[src/rtl/frame_capture_ctrl_pkg.sv]
// Shared types and constants for the camera frame capture controller.
// States, Avalon register addresses and STATUS bit positions.
package frame_capture_ctrl_pkg;

    typedef enum logic [2:0] {
        ST_IDLE,
        ST_ARMED,
        ST_CAPTURE,
        ST_CHECK,
        ST_DONE,
        ST_ERROR
    } state_t;

    localparam logic [1:0] ADDR_STATUS = 2'd0;
    localparam logic [1:0] ADDR_LINES  = 2'd1;
    localparam logic [1:0] ADDR_FRAMES = 2'd2;
    localparam logic [1:0] ADDR_CONFIG = 2'd3;

    localparam int STAT_IMG  = 0;
    localparam int STAT_WR   = 1;
    localparam int STAT_BUSY = 2;
    localparam int STAT_ERR  = 3;

    localparam int CMD_ARM   = 0;
    localparam int CMD_CLEAR = 1;

endpackage

[src/rtl/frame_capture_ctrl_sync_edge.sv]
// Two-flop synchroniser with registered rise/fall pulses for one async pin.
// Latency: level 2 clk after the pin edge, pulses 3 clk; no backpressure.
module sync_edge (
    input  logic clk,
    input  logic rst_n,
    input  logic din,
    output logic level,
    output logic rise,
    output logic fall
);

    logic meta;
    logic sync;
    logic prev;

    always_ff @(posedge clk or negedge rst_n) begin
        if (!rst_n) begin
            meta <= 1'b0;
            sync <= 1'b0;
            prev <= 1'b0;
            rise <= 1'b0;
            fall <= 1'b0;
        end else begin
            meta <= din;
            sync <= meta;
            prev <= sync;
            rise <= sync & ~prev;
            fall <= ~sync & prev;
        end
    end

    assign level = sync;

endmodule

[src/rtl/frame_capture_ctrl.sv]
// Arms on button/CPU, gates SDRAM writes for one whole camera frame, verifies line count.
// Latency: fval pin rise->wr_en 4 clk, fall->img_captured 5 clk; zero-wait Avalon slave.
module frame_capture_ctrl
    import frame_capture_ctrl_pkg::*;
#(
    parameter int EXP_LINES = 480,
    parameter int MAX_RETRY = 3,
    parameter int LINE_W    = 12
) (
    input  logic        clk,
    input  logic        rst_n,
    input  logic        trigger,
    input  logic        cam_fval,
    input  logic        cam_lval,
    output logic        sdram_wr_en,
    output logic        img_captured,
    output logic        waitrequest,
    input  logic [1:0]  address,
    input  logic        read,
    output logic [31:0] readdata,
    input  logic        write,
    input  logic [31:0] writedata
);

    localparam int RETRY_W = $clog2(MAX_RETRY + 2);
    localparam logic [RETRY_W-1:0] RETRY_LIM = RETRY_W'(MAX_RETRY);
    localparam logic [LINE_W-1:0]  LINE_MAX  = '1;

    logic trig_lvl, trig_rise, trig_fall;
    logic fval_lvl, fval_rise, fval_fall;
    logic lval_lvl, lval_rise, lval_fall;

    sync_edge u_sync_trig (
        .clk   (clk),
        .rst_n (rst_n),
        .din   (trigger),
        .level (trig_lvl),
        .rise  (trig_rise),
        .fall  (trig_fall)
    );

    sync_edge u_sync_fval (
        .clk   (clk),
        .rst_n (rst_n),
        .din   (cam_fval),
        .level (fval_lvl),
        .rise  (fval_rise),
        .fall  (fval_fall)
    );

    sync_edge u_sync_lval (
        .clk   (clk),
        .rst_n (rst_n),
        .din   (cam_lval),
        .level (lval_lvl),
        .rise  (lval_rise),
        .fall  (lval_fall)
    );

    logic sync_unused;
    assign sync_unused = ^{trig_lvl, trig_fall, lval_lvl, lval_fall, writedata[31:LINE_W]};

    state_t              state, state_n;
    logic [RETRY_W-1:0]  retry, retry_n, retry_inc;
    logic                wait_fall, wait_fall_n;
    logic [LINE_W-1:0]   line_cnt, line_cnt_n, line_inc;
    logic [LINE_W-1:0]   lines_q, lines_n;
    logic [LINE_W-1:0]   cfg_q;
    logic [31:0]         frames_q;
    logic [31:0]         rd_mux;

    logic wr_status, cmd_arm, cmd_clear;

    assign wr_status   = write && (address == ADDR_STATUS);
    assign cmd_clear   = wr_status && writedata[CMD_CLEAR];
    // A CPU ARM and a button edge in the same cycle collapse into one arm.
    assign cmd_arm     = (wr_status && writedata[CMD_ARM]) || trig_rise;
    assign waitrequest = 1'b0;

    always_comb begin
        state_n     = state;
        retry_n     = retry;
        wait_fall_n = wait_fall;
        line_cnt_n  = line_cnt;
        lines_n     = lines_q;
        line_inc    = (line_cnt == LINE_MAX) ? line_cnt : line_cnt + LINE_W'(1);
        retry_inc   = retry + RETRY_W'(1);

        case (state)
            ST_IDLE: begin
                if (cmd_arm && !cmd_clear) begin
                    state_n     = ST_ARMED;
                    retry_n     = '0;
                    wait_fall_n = fval_lvl;
                end
            end
            ST_ARMED: begin
                if (cmd_clear) begin
                    state_n = ST_IDLE;
                end else if (wait_fall) begin
                    // Armed mid-frame: let the partial frame pass before accepting a start.
                    if (fval_fall) begin
                        wait_fall_n = 1'b0;
                    end
                end else if (fval_rise) begin
                    state_n    = ST_CAPTURE;
                    line_cnt_n = '0;
                end
            end
            ST_CAPTURE: begin
                if (cmd_clear) begin
                    state_n = ST_IDLE;
                end else begin
                    if (lval_rise) begin
                        line_cnt_n = line_inc;
                    end
                    if (fval_fall) begin
                        state_n = ST_CHECK;
                        lines_n = line_cnt_n;
                    end
                end
            end
            ST_CHECK: begin
                if (cmd_clear) begin
                    state_n = ST_IDLE;
                end else if (line_cnt == cfg_q) begin
                    state_n = ST_DONE;
                end else begin
                    retry_n = retry_inc;
                    if (retry_inc > RETRY_LIM) begin
                        state_n = ST_ERROR;
                    end else begin
                        state_n     = ST_ARMED;
                        wait_fall_n = fval_lvl;
                    end
                end
            end
            ST_DONE, ST_ERROR: begin
                if (cmd_clear) begin
                    state_n = ST_IDLE;
                end else if (cmd_arm) begin
                    state_n     = ST_ARMED;
                    retry_n     = '0;
                    wait_fall_n = fval_lvl;
                end
            end
            default: begin
                state_n = ST_IDLE;
            end
        endcase
    end

    always_ff @(posedge clk or negedge rst_n) begin
        if (!rst_n) begin
            state        <= ST_IDLE;
            retry        <= '0;
            wait_fall    <= 1'b0;
            line_cnt     <= '0;
            lines_q      <= '0;
            sdram_wr_en  <= 1'b0;
            img_captured <= 1'b0;
        end else begin
            state        <= state_n;
            retry        <= retry_n;
            wait_fall    <= wait_fall_n;
            line_cnt     <= line_cnt_n;
            lines_q      <= lines_n;
            // Driven from the next state so the gate toggles on the same edge as the FSM.
            sdram_wr_en  <= (state_n == ST_CAPTURE);
            img_captured <= (state_n == ST_DONE);
        end
    end

    always_comb begin
        rd_mux = '0;
        case (address)
            ADDR_STATUS: begin
                rd_mux[STAT_ERR]  = (state == ST_ERROR);
                rd_mux[STAT_BUSY] = (state == ST_ARMED) || (state == ST_CAPTURE);
                rd_mux[STAT_WR]   = sdram_wr_en;
                rd_mux[STAT_IMG]  = img_captured;
            end
            ADDR_LINES:  rd_mux[LINE_W-1:0] = lines_q;
            ADDR_FRAMES: rd_mux = frames_q;
            default:     rd_mux[LINE_W-1:0] = cfg_q;
        endcase
    end

    always_ff @(posedge clk or negedge rst_n) begin
        if (!rst_n) begin
            cfg_q    <= LINE_W'(EXP_LINES);
            frames_q <= '0;
            readdata <= '0;
        end else begin
            if (fval_rise) begin
                frames_q <= frames_q + 32'd1;
            end
            if (write && (address == ADDR_CONFIG)) begin
                cfg_q <= writedata[LINE_W-1:0];
            end
            if (read) begin
                readdata <= rd_mux;
            end
        end
    end

endmodule

[config.mk]
export PLATFORM = sky130hd
export DESIGN_NAME = frame_capture_ctrl
export DESIGN_NICKNAME = d
export VERILOG_FILES = /design/src/rtl/frame_capture_ctrl_pkg.sv /design/src/rtl/frame_capture_ctrl_sync_edge.sv /design/src/rtl/frame_capture_ctrl.sv
export SDC_FILE = /design/constraint.sdc
export NUM_CORES = 1
export LEC_CHECK = 0
export ABC_CLOCK_PERIOD_IN_PS = 2100
export BUFFER_PORTS_ARGS = -buffer_cell sky130_fd_sc_hd__clkbuf_2
export CORE_MARGIN = 8
export CORE_UTILIZATION = 48
export CTS_CLUSTER_SIZE = 25
export DETAILED_ROUTE_END_ITERATION = 16
export GPL_TIMING_DRIVEN = 1
export PLACE_DENSITY = 0.68
export SLEW_MARGIN = 20
export SYNTH_ARGS = -nofsm -noshare
export SYNTH_HDL_FRONTEND = slang
export SYNTH_SLANG_ARGS = --single-unit
[constraint.sdc]
create_clock -name clk -period 2.1 [get_ports clk]
set_clock_uncertainty 0.1 [all_clocks]
set_input_delay 0.42 -clock clk [delete_from_list [all_inputs] [get_ports clk]]
set_output_delay 0.42 -clock clk [all_outputs]
set_load 0.05 [all_outputs]
=== Word level (Yosys, flattened, before mapping) ===
Index checks and enable logic that the tools add are counted.

* Bits in registers: 122
* Bits of input ports: 41
* Output and inout port bits: 35
* Word-level logic and storage cells: 114

* Equal/unequal tests: 22
* $lt $le $gt $ge: 1
* Add/subtract/negate cells: 3
* Mux-type cells: 38
* Reduce and logical (&&, ||, !) cells: 18
* Bitwise gates (word level): 9

{| class="wikitable"
|+ Operators with widths
! operator !! count
|-
| $mux 12 || 6
|-
| $mux 3 || 16
|-
| $add 32x1->32 const B || 1
|-
| $pmux 12 s2 || 1
|-
| $pmux 8 s3 || 1
|-
| $mux 20 || 1
|-
| $ne 2x2->1 const B || 9
|-
| $pmux 3 s5 || 1
|-
| $add 12x1->12 const B || 1
|-
| $eq 12x12->1 || 1
|-
| $eq 12x12->1 const B || 1
|-
| $pmux 4 s3 || 1
|-
| $eq 3x2->1 const B || 3
|-
| $eq 3x3->1 const B || 3
|-
| $mux 1 || 9
|-
| $pmux 3 s3 || 1
|-
| $reduce_and 8->1 || 1
|-
| $reduce_and 6->1 || 1
|-
| $logic_and 1x1->1 || 5
|-
| $not 1->1 || 5
|-
| $reduce_and 5->1 || 1
|-
| $and 1x1->1 || 4
|-
| $eq 2x2->1 const B || 2
|-
| $pmux 1 s4 || 1
|-
| other kinds (14) || 15
|}

=== Depth between registers and ports, before layout ===
Gate-level depths: netlist of run 1.

* Depth after elaboration: 8
* Gate-level depth with buffers: 7
* Mapped depth without buffers: 7

=== Modules after synthesis ===
A second synthesis of run 1 with hierarchy kept.

* Cells, all modules: 542
* Area total of the unflattened synthesis: 5805.6 µm²

{| class="wikitable"
|+ Modules (own cells, without submodules)
! module !! area each (µm²) !! cells an instance !! sequential area each (µm²) !! times used
|-
| frame_capture_ctrl || 5385.2 || 521 || 2732.6 || 1
|-
| sync_edge || 140.1 || 7 || 125.1 || 3
|}

=== Least setup slack after synthesis of run 1 ===
No wires, ideal clock.

* Path kind: input to register
* Start point: input address[1]
* End point: register retry[2]
* Stages on the path: 7
* Buffers on the path: 2
* Arrival time: 1.674 ns
* Required time: 1.861 ns
* Library setup time: 0.139 ns
* Path slack: 0.187 ns
* Cells stage by stage: buf_2 > and4bb_4 > buf_2 > or2_0 > or3_1 > o311ai_0 > o31ai_1

* Word-level cells in the longest chain between the ends: 7
* Elaborated cells between the ends (all ways): 12
* Those cells by class: eq/ne (4); reduce/logical (8)

{| class="wikitable"
|+ RTL lines
! what !! line !! RTL
|-
| start, declared || frame_capture_ctrl.sv:18 || <nowiki>input logic [1:0] address,</nowiki>
|-
| $logic_not 2->1 * || frame_capture_ctrl.sv:74 || <nowiki>assign wr_status = write && (address == ADDR_STATUS);</nowiki>
|-
| $logic_and 1x1->1 * || frame_capture_ctrl.sv:74 ||
|-
| $logic_and 1x1->1, on equally long branches || frame_capture_ctrl.sv:77, frame_capture_ctrl.sv:75 ||
|-
| $logic_or 1x1->1 / $logic_not 1->1 (equally long branches) || frame_capture_ctrl.sv:77, frame_capture_ctrl.sv:91 ||
|-
| $logic_and 1x1->1 || frame_capture_ctrl.sv:91 || <nowiki>if (cmd_arm && !cmd_clear) begin</nowiki>
|-
| $ne 2x2->1 (no line) || - ||
|-
| $reduce_and 6->1 (no line) * || - ||
|-
| end signal, assigned || frame_capture_ctrl.sv:164 || <nowiki>retry <= retry_n;</nowiki>
|-
| end, declared || frame_capture_ctrl.sv:64 || <nowiki>logic [RETRY_W-1:0] retry, retry_n, retry_inc;</nowiki>
|}

Mark *: on every way between the ends. The rest lies on a longest branch, timed or not.
A chain may end at the register's enable or synchronous reset.

=== Worst setup path in the final report of run 1 ===
* Start point: register cfg_q[6]
* End point: register img_captured

* Word-level cells in the longest chain between the ends: 5

{| class="wikitable"
|+ RTL lines
! what !! line !! RTL
|-
| start, declared || frame_capture_ctrl.sv:68 || <nowiki>logic [LINE_W-1:0] cfg_q;</nowiki>
|-
| start signal, assigned || frame_capture_ctrl.sv:191 || <nowiki>cfg_q <= LINE_W'(EXP_LINES);</nowiki>
|-
| start signal, assigned || frame_capture_ctrl.sv:199 || <nowiki>cfg_q <= writedata[LINE_W-1:0];</nowiki>
|-
| $eq 12x12->1 || frame_capture_ctrl.sv:126 || <nowiki>end else if (line_cnt == cfg_q) begin</nowiki>
|-
| $mux 3 || frame_capture_ctrl.sv:126 ||
|-
| $mux 3 || frame_capture_ctrl.sv:124 || <nowiki>if (cmd_clear) begin</nowiki>
|-
| $pmux 3 s5 || frame_capture_ctrl.sv:89 || <nowiki>case (state)</nowiki>
|-
| via state_n[0] || frame_capture_ctrl.sv:63 || <nowiki>state_t state, state_n;</nowiki>
|-
| $eq 3x3->1 || frame_capture_ctrl.sv:170 || <nowiki>img_captured <= (state_n == ST_DONE);</nowiki>
|-
| end signal, assigned || frame_capture_ctrl.sv:170 ||
|-
| end, declared || frame_capture_ctrl.sv:16 || <nowiki>output logic img_captured,</nowiki>
|}

The timed path passes the listed nets, and every way through them passes these cells.

==> results.ini, run 1 <==
[synth]
synth-main-ff-cell=dfrtp_1
synthDistinctLibCells=63
synth_edf_count=0
synthesis.area_um2=5664
yosysWarnings=0
async_reset_ff_share_pct=100.0
synth-seq-cells=122
synthesis.nets=571
syn_area_per_cell_um2=10.77
netlist_instances=526
ys_seq_area_share_pct=53.99

[hold_path]
min_path_type=input pin to flip-flop

[cells_and_area]
drive_gt1_share_pct=24.22
nets=639
most-common-layout-cells=dfrtp_1 (117), nand2_1 (59), clkbuf_2 (53), o21ai_0 (45), xnor2_1 (38)
n_antenna_cell=0
fillers=960
final_util_pct=59.21
syn2layout_area_growth_pct=19.88
stdcell_count=750
final_common_cell=dfrtp_1

[clock_tree]
cts-root-buf=clkbuf_16
cts_tree=yes
cts.sinks=122
cts_htree_levels=4
clockBufferDepth=2
clk_latency_ns=0.42
cts_made_buffers=17
clk_pin_slew_ns=0.05

[timing]
worstMarginPinSlew_ns=0.7353
fin_ws_ns=0.1098
slew_headroom_pct=50.98
fin_crit_ns=1.990
finalHoldViolCount=0
fmax_mhz=502.5
fin_tns_setup_ns=0
setup_violations=0
drv_slew=0
rsz0062_at_grt=false
period_share_pct=94.77

[placement]
pre_cts_slack_ns=0.07844
dp.final_hpwl_mm=8.717
place_congestion=0.8392
dp_cells=714
port_buffers=54

[power_and_ir_drop]
internal-power_w=0.005238
combinationalPowerShare_pct=20.1
leakage_nw=3.035
net-switching-power_w=0.002268
ir_worst_vdd_mv=0.6079
p_seq_share_pct=40.8
clockPowerShare_pct=39.1
p_per_area_nw_per_um2=1105
p_sw_share_pct=30.21

[floorplan]
std_cell_rows=39
die_h_um=124.6
die_x_um=124.6
coreArea_um2=11470
io_pins=76
fp.dieArea_um2=15530
start_util_pct=49.39

[routing]
vias_per_cell=5.415
drc=0
vias=4061
drt-pass1-iter-count=4
ant_nets=0
drt-initial-drc-count=351
wl_mm=12.29
wire_per_inst_um=16.38

[global_routing]
grt_pass1_wl_mm=21.00
grt_use_total_pct=16.74
antenna_found_initial=0
grt_pass1_vias=4096
globalRouteOverflowTotal=0
grt_max_degree=76

[flow_run]
cap_violations=0

[critical_path]
critPathTopFamily=compound AO/OA/AOI/OAI gates
cp.required_ns=2.33
crit_chain=xnor2_1, nand4_1, o31ai_4, a31oi_1, a21oi_1
slowest_stage=dfstp_2
path_class=flip-flop to flip-flop
worstPathArrival_ns=2.22
crit_fanout=5
end_kind=flip-flop
startpoint_type=flip-flop
path_buf_inv=0
slowest_delay_ns=0.56

[outcome]
status=finished, final reports clean

## area by class of cell
type | instances | area (um^2) | share of cell area, %
Timing Repair Buffer | 77 | 467.9 | 6.891
Inverter | 32 | 120.1 | 1.769
Clock buffer | 20 | 456.7 | 6.726
Clock inverter | 12 | 147.6 | 2.174
Multi-Input combinational cell | 344 | 2360 | 34.75
Tap cell | 143 | 178.9 | 2.635
Sequential cell | 122 | 3059 | 45.05
## power by group through the flow
| stage | sequential, W | combinational [W] | clock [W] |
|---|---|---|---|
| 2_1_floorplan | 0.00314 | 0.000951 | 0 |
| 3_3_place_gp | 0.00307 | 0.00142 | 0 |
| 3_5_place_dp | 0.00310 | 0.00146 | 0 |
| 4_1_cts | 0.00306 | 0.00149 | 0.00300 |
| 5_1_grt | 0.00312 | 0.00166 | 0.00309 |
| 6_report | 0.00306 | 0.00151 | 0.00293 |
## registers in the layout, summed over array words and instances, names as in the netlist, 3 cells and up
signal    count
frames_q     32
readdata     32
cfg_q        12
line_cnt     12
lines_q      12
retry         3
state         3
## per-layer routing
layer  wire length (um)  GRT usage (%)
met1               5419          20.10
met4                220          8.009
met2               6061          27.11
met3                587          4.851
met5                  0              0
## path summary, 6_finish.rpt
path                       cells past startpoint  slack, ns              from           endpoint
max                                            5       0.11          cfg_q[6]       img_captured
min                                            2       0.13      writedata[2]           cfg_q[2]
max reg2reg                                    5       0.11          cfg_q[6]       img_captured
min reg2reg                                    0       0.25  u_sync_lval.meta  u_sync_lval.level
max in group asynchronous                      3       1.00             rst_n           cfg_q[5]
min in group asynchronous                      2       0.28             rst_n       readdata[19]
## synth_stat cells, types with 6 or more instances
| cell type | n | area, um^2 |
|---|---|---|
| nor2_1 | 20 | 75.07 |
| a22oi_1 | 8 | 60.06 |
| clkbuf_1 | 13 | 48.80 |
| nand4_1 | 17 | 106.4 |
| nand2_1 | 59 | 221.5 |
| nor2b_1 | 6 | 37.54 |
| xor2_1 | 15 | 131.4 |
| nand3_1 | 13 | 65.06 |
| xnor2_1 | 38 | 332.8 |
| mux2_2 | 25 | 281.5 |
| and3_1 | 9 | 56.30 |
| buf_2 | 8 | 40.04 |
| inv_1 | 31 | 116.4 |
| dfrtp_1 | 118 | 2953 |
| a21oi_1 | 16 | 80.08 |
| o21ai_0 | 45 | 225.2 |
## metrics by stage
| step | hold slack, ns | cell area (um^2) | total power, W |
|---|---|---|---|
| 6_report | 0.1287 | 6790 | 0.007505 |
| 5_1_grt | 0.1174 | 6790 | 0.007860 |
| 4_1_cts | 0.1128 | 6774 | 0.007548 |
| 3_5_place_dp | 0.1614 | 6130 | 0.004560 |
| 3_3_place_gp | 0.1621 | 6130 | 0.004492 |
| 2_1_floorplan | 0.02441 | 5664 | 0.004095 |
## repair_timing
item | 4_1_cts | 5_1_grt
endpoints found under the setup margin | 0 | 8
resized for setup | 0 | 3
endpoints found under the hold margin | 20 | 0
hold buffers | 4 | 0
buffers inserted | 0 | 0
## cells by family after synthesis
group	after synthesis	share of synthesized area [%]
DFF	122	53.99
and+or+nand+nor	158	14.82
AOI/OAI and AO/OA	97	10.38
muxes	31	7.047
buffers and inverters	60	4.617
other	1	0.06621
adders and majority gates	4	0.8836
xor gates and xnor gates	53	8.195
(Power assumes the default switching activity.)
==> run 2: changes to the inputs <==
PLACE_DENSITY = 0.64   (was 0.68)
==> run 2 against run 1 <==
- worst hold slack got worse by 0.12 ns
- combinational power barely moved
- first-iteration DRC count down 28%
- critical path depth unchanged
- sequential cell count stayed put
- clock power about the same
==> results.ini, run 2 (synthesis gave the netlist of run 1 again) <==
[outcome]
status=finished, final reports clean  ; unchanged

[cells_and_area]
most-common-layout-cells=dfrtp_1 (117), nand2_1 (59), clkbuf_2 (53), o21ai_0 (45), xnor2_1 (38)  ; unchanged
final_util_pct=58.92  ; was 59.21%
nets=635  ; was 639
n_antenna_cell=0  ; unchanged
drive_gt1_share_pct=24.05  ; was 24.22%
final_common_cell=dfrtp_1  ; unchanged
syn2layout_area_growth_pct=19.28  ; was 19.88%
fillers=963  ; was 960
reg.largest.list=frames_q: 32 flops, readdata: 32 flops  ; unchanged

[power_and_ir_drop]
clockPowerShare_pct=38.8  ; was 39.1%
p_sw_share_pct=29.86  ; was 30.21%
internal-power_w=0.005235  ; was 0.005238 W
ir_worst_vdd_mv=0.5614  ; was 0.6079 mV
p_seq_share_pct=41.1  ; was 40.8%
combinationalPowerShare_pct=20.1  ; about the same
leakage_nw=3.012  ; was 3.035 nW
net-switching-power_w=0.002229  ; was 0.002268 W
total_power_w=0.007463  ; was 0.007505 W
p_per_area_nw_per_um2=1105  ; about the same

[floorplan]
std_cell_rows=39  ; unchanged
start_util_pct=49.39  ; unchanged
die_x_um=124.6  ; unchanged
die_h_um=124.6  ; unchanged
io_pins=76  ; unchanged
coreArea_um2=11470  ; unchanged
fp.dieArea_um2=15530  ; unchanged

[placement]
pre_cts_slack_ns=0.08557  ; was 0.07844 ns
place_congestion=0.9335  ; was 0.8392
dp.final_hpwl_mm=8.819  ; was 8.717 mm
port_buffers=54  ; unchanged

[routing]
drc=0  ; unchanged
wl_mm=12.16  ; was 12.29 mm
wire_per_inst_um=16.30  ; was 16.38 um
vias=4018  ; was 4061
ant_nets=0  ; unchanged
drt-pass1-iter-count=4  ; unchanged
drt-initial-drc-count=254  ; was 351
vias_per_cell=5.386  ; was 5.415

[clock_tree]
clk_pin_slew_ns=0.05  ; about the same
clockBufferDepth=2  ; unchanged
post_cts_buffers=0  ; unchanged
clk_latency_ns=0.41  ; was 0.42 ns
cts_made_buffers=17  ; unchanged
cts_htree_levels=4  ; unchanged
cts-root-buf=clkbuf_16  ; unchanged
cts_tree=yes  ; unchanged
cts.sinks=122  ; unchanged

[critical_path]
rrSetupSlack_ns=0.09  ; was 0.11 ns
end_kind=flip-flop  ; unchanged
startpoint_type=flip-flop  ; unchanged
worstPathArrival_ns=2.20  ; was 2.22 ns
crit_fanout=5  ; unchanged
path_class=flip-flop to flip-flop  ; unchanged
cp.required_ns=2.28  ; was 2.33 ns

[timing]
fin_ws_ns=0.08613  ; was 0.1098 ns
worstMarginPinSlew_ns=0.7467  ; was 0.7353 ns
finalHoldViolCount=0  ; unchanged
fmax_mhz=496.6  ; was 502.5 MHz
period_share_pct=95.90  ; was 94.77%
drv_slew=0  ; unchanged
setup_violations=0  ; unchanged
fin_crit_ns=2.014  ; was 1.990 ns
slew_headroom_pct=50.22  ; was 50.98%

[hold_path]
min_path_type=input pin to flip-flop  ; unchanged

[global_routing]
grt_max_degree=56  ; was 76
globalRouteOverflowTotal=0  ; unchanged
grt_use_total_pct=16.46  ; was 16.74%
grt_pass1_wl_mm=20.94  ; was 21.00 mm
grt_pass1_vias=4094  ; was 4096
antenna_found_initial=0  ; unchanged

[flow_run]
cap_violations=0  ; unchanged

[run 2: path summary, 6_finish.rpt]
kind,startpoint,endpoint,cells after the start
max,line_cnt[3],line_cnt[11],5
min,cam_fval,u_sync_fval.meta,1
max reg2reg,line_cnt[3],line_cnt[11],5
min reg2reg,u_sync_fval.meta,u_sync_fval.level,0
max in group asynchronous,rst_n,cfg_q[7],3
min in group asynchronous,rst_n,readdata[12],2
[run 2: area by class of cell]
type                    count  area [um^2]  area share, %
clock buffers              23        467.9          6.926
multi-input cells         344         2365          35.00
clock inverters             9        122.6          1.815
well taps                 143        178.9          2.648
repair buffers             73        442.9          6.556
flip-flops and latches    122         3059          45.28
inverters                  32        120.1          1.778
[run 2: power groups by stage]
stage / clock, W / sequential [W] / combinational [W]
2_1_floorplan: 0 / 0.00314 / 0.000951
3_3_place_gp: 0 / 0.00308 / 0.00143
3_5_place_dp: 0 / 0.00310 / 0.00146
4_1_cts: 0.00293 / 0.00306 / 0.00148
5_1_grt: 0.00304 / 0.00312 / 0.00166
6_report: 0.00290 / 0.00307 / 0.00150
[run 2: metrics by stage]
stage | instance area [um^2] | TNS [ns] | hold WS [ns] | cells
2_1_floorplan | 5664 | 0 | 0.02441 | 526
4_1_cts | 6735 | 0 | 0.004677 | 746
6_report | 6756 | 0 | 0.01220 | 746
3_3_place_gp | 6135 | 0 | 0.1980 | 713
3_5_place_dp | 6135 | 0 | 0.2076 | 713
5_1_grt | 6756 | -0.04105 | 0.005179 | 746
[run 2: layer usage]
layer  routed length [um]  up-vias  share of wire [%]  global-route usage [%]
li1                     -     1956                  -                       -
met1                 5423     1941                 45                   20.62
met2                 5924      100                 49                   26.61
met3                  617       21                5.1                   5.064
met4                  198        0                1.6                   5.174
met5                    0        -                  0                       0
[run 2: what timing repair did]
action | 4_1_cts | 5_1_grt
setup endpoints to repair | 0 | 6
hold buffers | 1 | 0
hold endpoints to repair | 13 | 0
resized for setup | 0 | 5
[run 2: critical path, stage by stage, from the launching register on]
cell	delay [ns]
dfrtp_1	0.42
and3_1	0.24
and4_2	0.29
or3b_2	0.48
mux2i_2	0.24
o21ai_0	0.11
==> run 3: changes to the inputs <==
SYNTH_HIERARCHICAL = 1   (was not set)
==> run 3 against run 2 <==
- via count is 5.0% higher
- die area is 1.1% higher
- register-to-register slack hardly changed
- area after synthesis rose by 1.3%
- maximum frequency fell by 0.73%
- sequential cell count unchanged
- wire length increased by 4.1%
- clock power increased by 2%
- power up 0.53%
- design area increased by 5.2%
- combinational power increased by 8%
- critical path type unchanged
- largest power group is now clock
- highest routed layer unchanged
==> results.ini, run 3 <==
[routing]
vias=4219  ; was 4018
drt-initial-drc-count=287  ; was 254
drt-pass1-iter-count=5  ; was 4
drc=0  ; unchanged
wl_mm=12.66  ; was 12.16 mm
vias_per_cell=5.320  ; was 5.386
ant_nets=0  ; unchanged
wire_per_inst_um=15.97  ; was 16.30 um

[global_routing]
grt_max_degree=46  ; was 56
antenna_found_initial=0  ; unchanged
grt_use_total_pct=17.39  ; was 16.46%
grt_pass1_wl_mm=21.79  ; was 20.94 mm
globalRouteOverflowTotal=0  ; unchanged
grt_pass1_vias=4423  ; was 4094

[clock_tree]
cts_tree=yes  ; unchanged
cts_htree_levels=4  ; unchanged
cts_made_buffers=17  ; unchanged
clockBufferDepth=2  ; unchanged
cts.sinks=122  ; unchanged
cts-root-buf=clkbuf_16  ; unchanged
clk_pin_slew_ns=0.05  ; about the same
clk_latency_ns=0.41  ; about the same

[floorplan]
std_cell_rows=40  ; was 39
start_util_pct=48.38  ; was 49.39%
fp.dieArea_um2=15710  ; was 15530 um^2
die_h_um=125.3  ; was 124.6 um
io_pins=76  ; unchanged
die_x_um=125.3  ; was 124.6 um
coreArea_um2=11860  ; was 11470 um^2

[hold_path]
min_path_type=input pin to flip-flop  ; unchanged

[timing]
fmax_mhz=492.9  ; was 496.6 MHz
fin_hold_ws_ns=0.01489  ; was 0.01220 ns
worstMarginPinSlew_ns=0.7166  ; was 0.7467 ns
fin_crit_ns=2.029  ; was 2.014 ns
slew_headroom_pct=52.23  ; was 50.22%
finalHoldViolCount=0  ; unchanged
drv_slew=0  ; unchanged
period_share_pct=96.61  ; was 95.90%
setup_violations=0  ; unchanged
rsz0062_at_grt=true

[placement]
dp_cells=750  ; was 713
place_congestion=0.8235  ; was 0.9335
dp.final_hpwl_mm=9.231  ; was 8.819 mm
port_buffers=54  ; unchanged
post_dp_cell_area_um2=6390  ; was 6135 um^2

[outcome]
status=finished, final reports clean  ; unchanged

[critical_path]
crit_chain=xnor2_2, nand4_1, o31ai_1, buf_4, a21o_1, mux2_2  ; was and3_1, and4_2, or3b_2, mux2i_2, o21ai_0
crit_fanout=3  ; was 5
end_kind=flip-flop  ; unchanged
startpoint_type=flip-flop  ; unchanged
slowest_delay_ns=0.44  ; was 0.48 ns
path_class=flip-flop to flip-flop  ; unchanged
cp.required_ns=2.30  ; was 2.28 ns
slowest_stage=dfrtp_1  ; was or3b_2
worstPathArrival_ns=2.22  ; was 2.20 ns

[cells_and_area]
reg.largest.list=frames_q: 32 flops, readdata: 32 flops  ; unchanged
syn2layout_area_growth_pct=23.88  ; was 19.28%
most-common-layout-cells=dfrtp_1 (118), nand2_1 (60), clkbuf_2 (53), buf_4 (47), o21ai_0 (38)  ; was dfrtp_1 (117), nand2_1 (59), clkbuf_2 (53), o21ai_0 (45), xnor2_1 (38)
drive_gt1_share_pct=28.48  ; was 24.05%
final_area_um2=7108  ; was 6756 um^2
stdcell_count=793  ; was 746
final_common_cell=dfrtp_1  ; unchanged
fillers=1017  ; was 963
n_antenna_cell=0  ; unchanged
nets=678  ; was 635

[power_and_ir_drop]
p_per_area_nw_per_um2=1056  ; was 1105 nW/um^2
leakage_nw=3.337  ; was 3.012 nW
total_power_w=0.007503  ; was 0.007463 W
ir_worst_vdd_mv=0.5711  ; was 0.5614 mV

[synth]
netlist_instances=538  ; was 526
yosysWarnings=6  ; was 0
synthesis.area_um2=5738  ; was 5664 um^2
synthesis.nets=583  ; was 571
syn_area_per_cell_um2=10.67  ; was 10.77 um^2

[flow_run]
cap_violations=0  ; unchanged

==> run 3: metrics by stage <==
step / setup WS [ns] / TNS, ns / utilization (%)
after CTS: 0.01957 / 0 / 59.28
final: 0.07123 / 0 / 59.93
after floorplan: 0.2146 / 0 / -
after global placement: -0.1196 / -0.8004 / 53.87
after detailed placement: -0.1174 / -1.095 / 53.87
after global routing: -0.009690 / -0.01118 / 59.93
==> run 3: repair_timing <==
item	CTS	global route
endpoints found under the hold margin	29	1
buffers inserted	2	6
hold buffers	2	1
setup endpoints to repair	2	15
cloned	0	0
pin swaps	2	5
gates resized for setup	1	2
==> run 3: path summary, 6_finish.rpt <==
kind | cells after the start | endpoint | start | slack, ns
worst max-delay path | 6 | retry[1] | cfg_q[0] | 0.07
worst min-delay path | 1 | u_sync_fval/meta | cam_fval | 0.01
worst max register to register | 6 | retry[1] | cfg_q[0] | 0.07
worst min register to register | 0 | u_sync_trig/level | u_sync_trig/meta | 0.25
max in group asynchronous | 3 | cfg_q[6] | rst_n | 0.91
min in group asynchronous | 2 | readdata[13] | rst_n | 0.39
==> run 3: critical path, delay by kind of cell (launching register included) <==
family	cells	cell delay, ns
and+or+nand+nor	1	0.21
muxes	1	0.34
AOI/OAI and AO/OA	2	0.44
DFF	1	0.44
xor gates and xnor gates	1	0.23
buffers and inverters	1	0.15
==> run 3: power breakdown <==
part	switching (W)	total (W)	internal, W
Clock	0.000997	0.00295	0.00195
Sequential	0.000282	0.00294	0.00266
Combinational	0.000889	0.00162	0.000728
==> run 3: area by class of cell <==
cell class,count,area (um^2),share of cell area [%]
Tap cell,147,183.9,2.588
Clock buffer,24,481.7,6.777
Timing Repair Buffer,107,728.2,10.24
Clock inverter,8,117.6,1.655
Multi-Input combinational cell,357,2434,34.24
Inverter,28,105.1,1.479
Sequential cell,122,3058,43.02
==> run 3: metal layers <==
metal  up-vias  GRT usage (%)  wire [um]
met5         -              0          0
met4         0          7.307        281
met3        22          5.397        494
met2        80          28.76       6383
met1      2069          20.63       5503
li1       2048              -          -
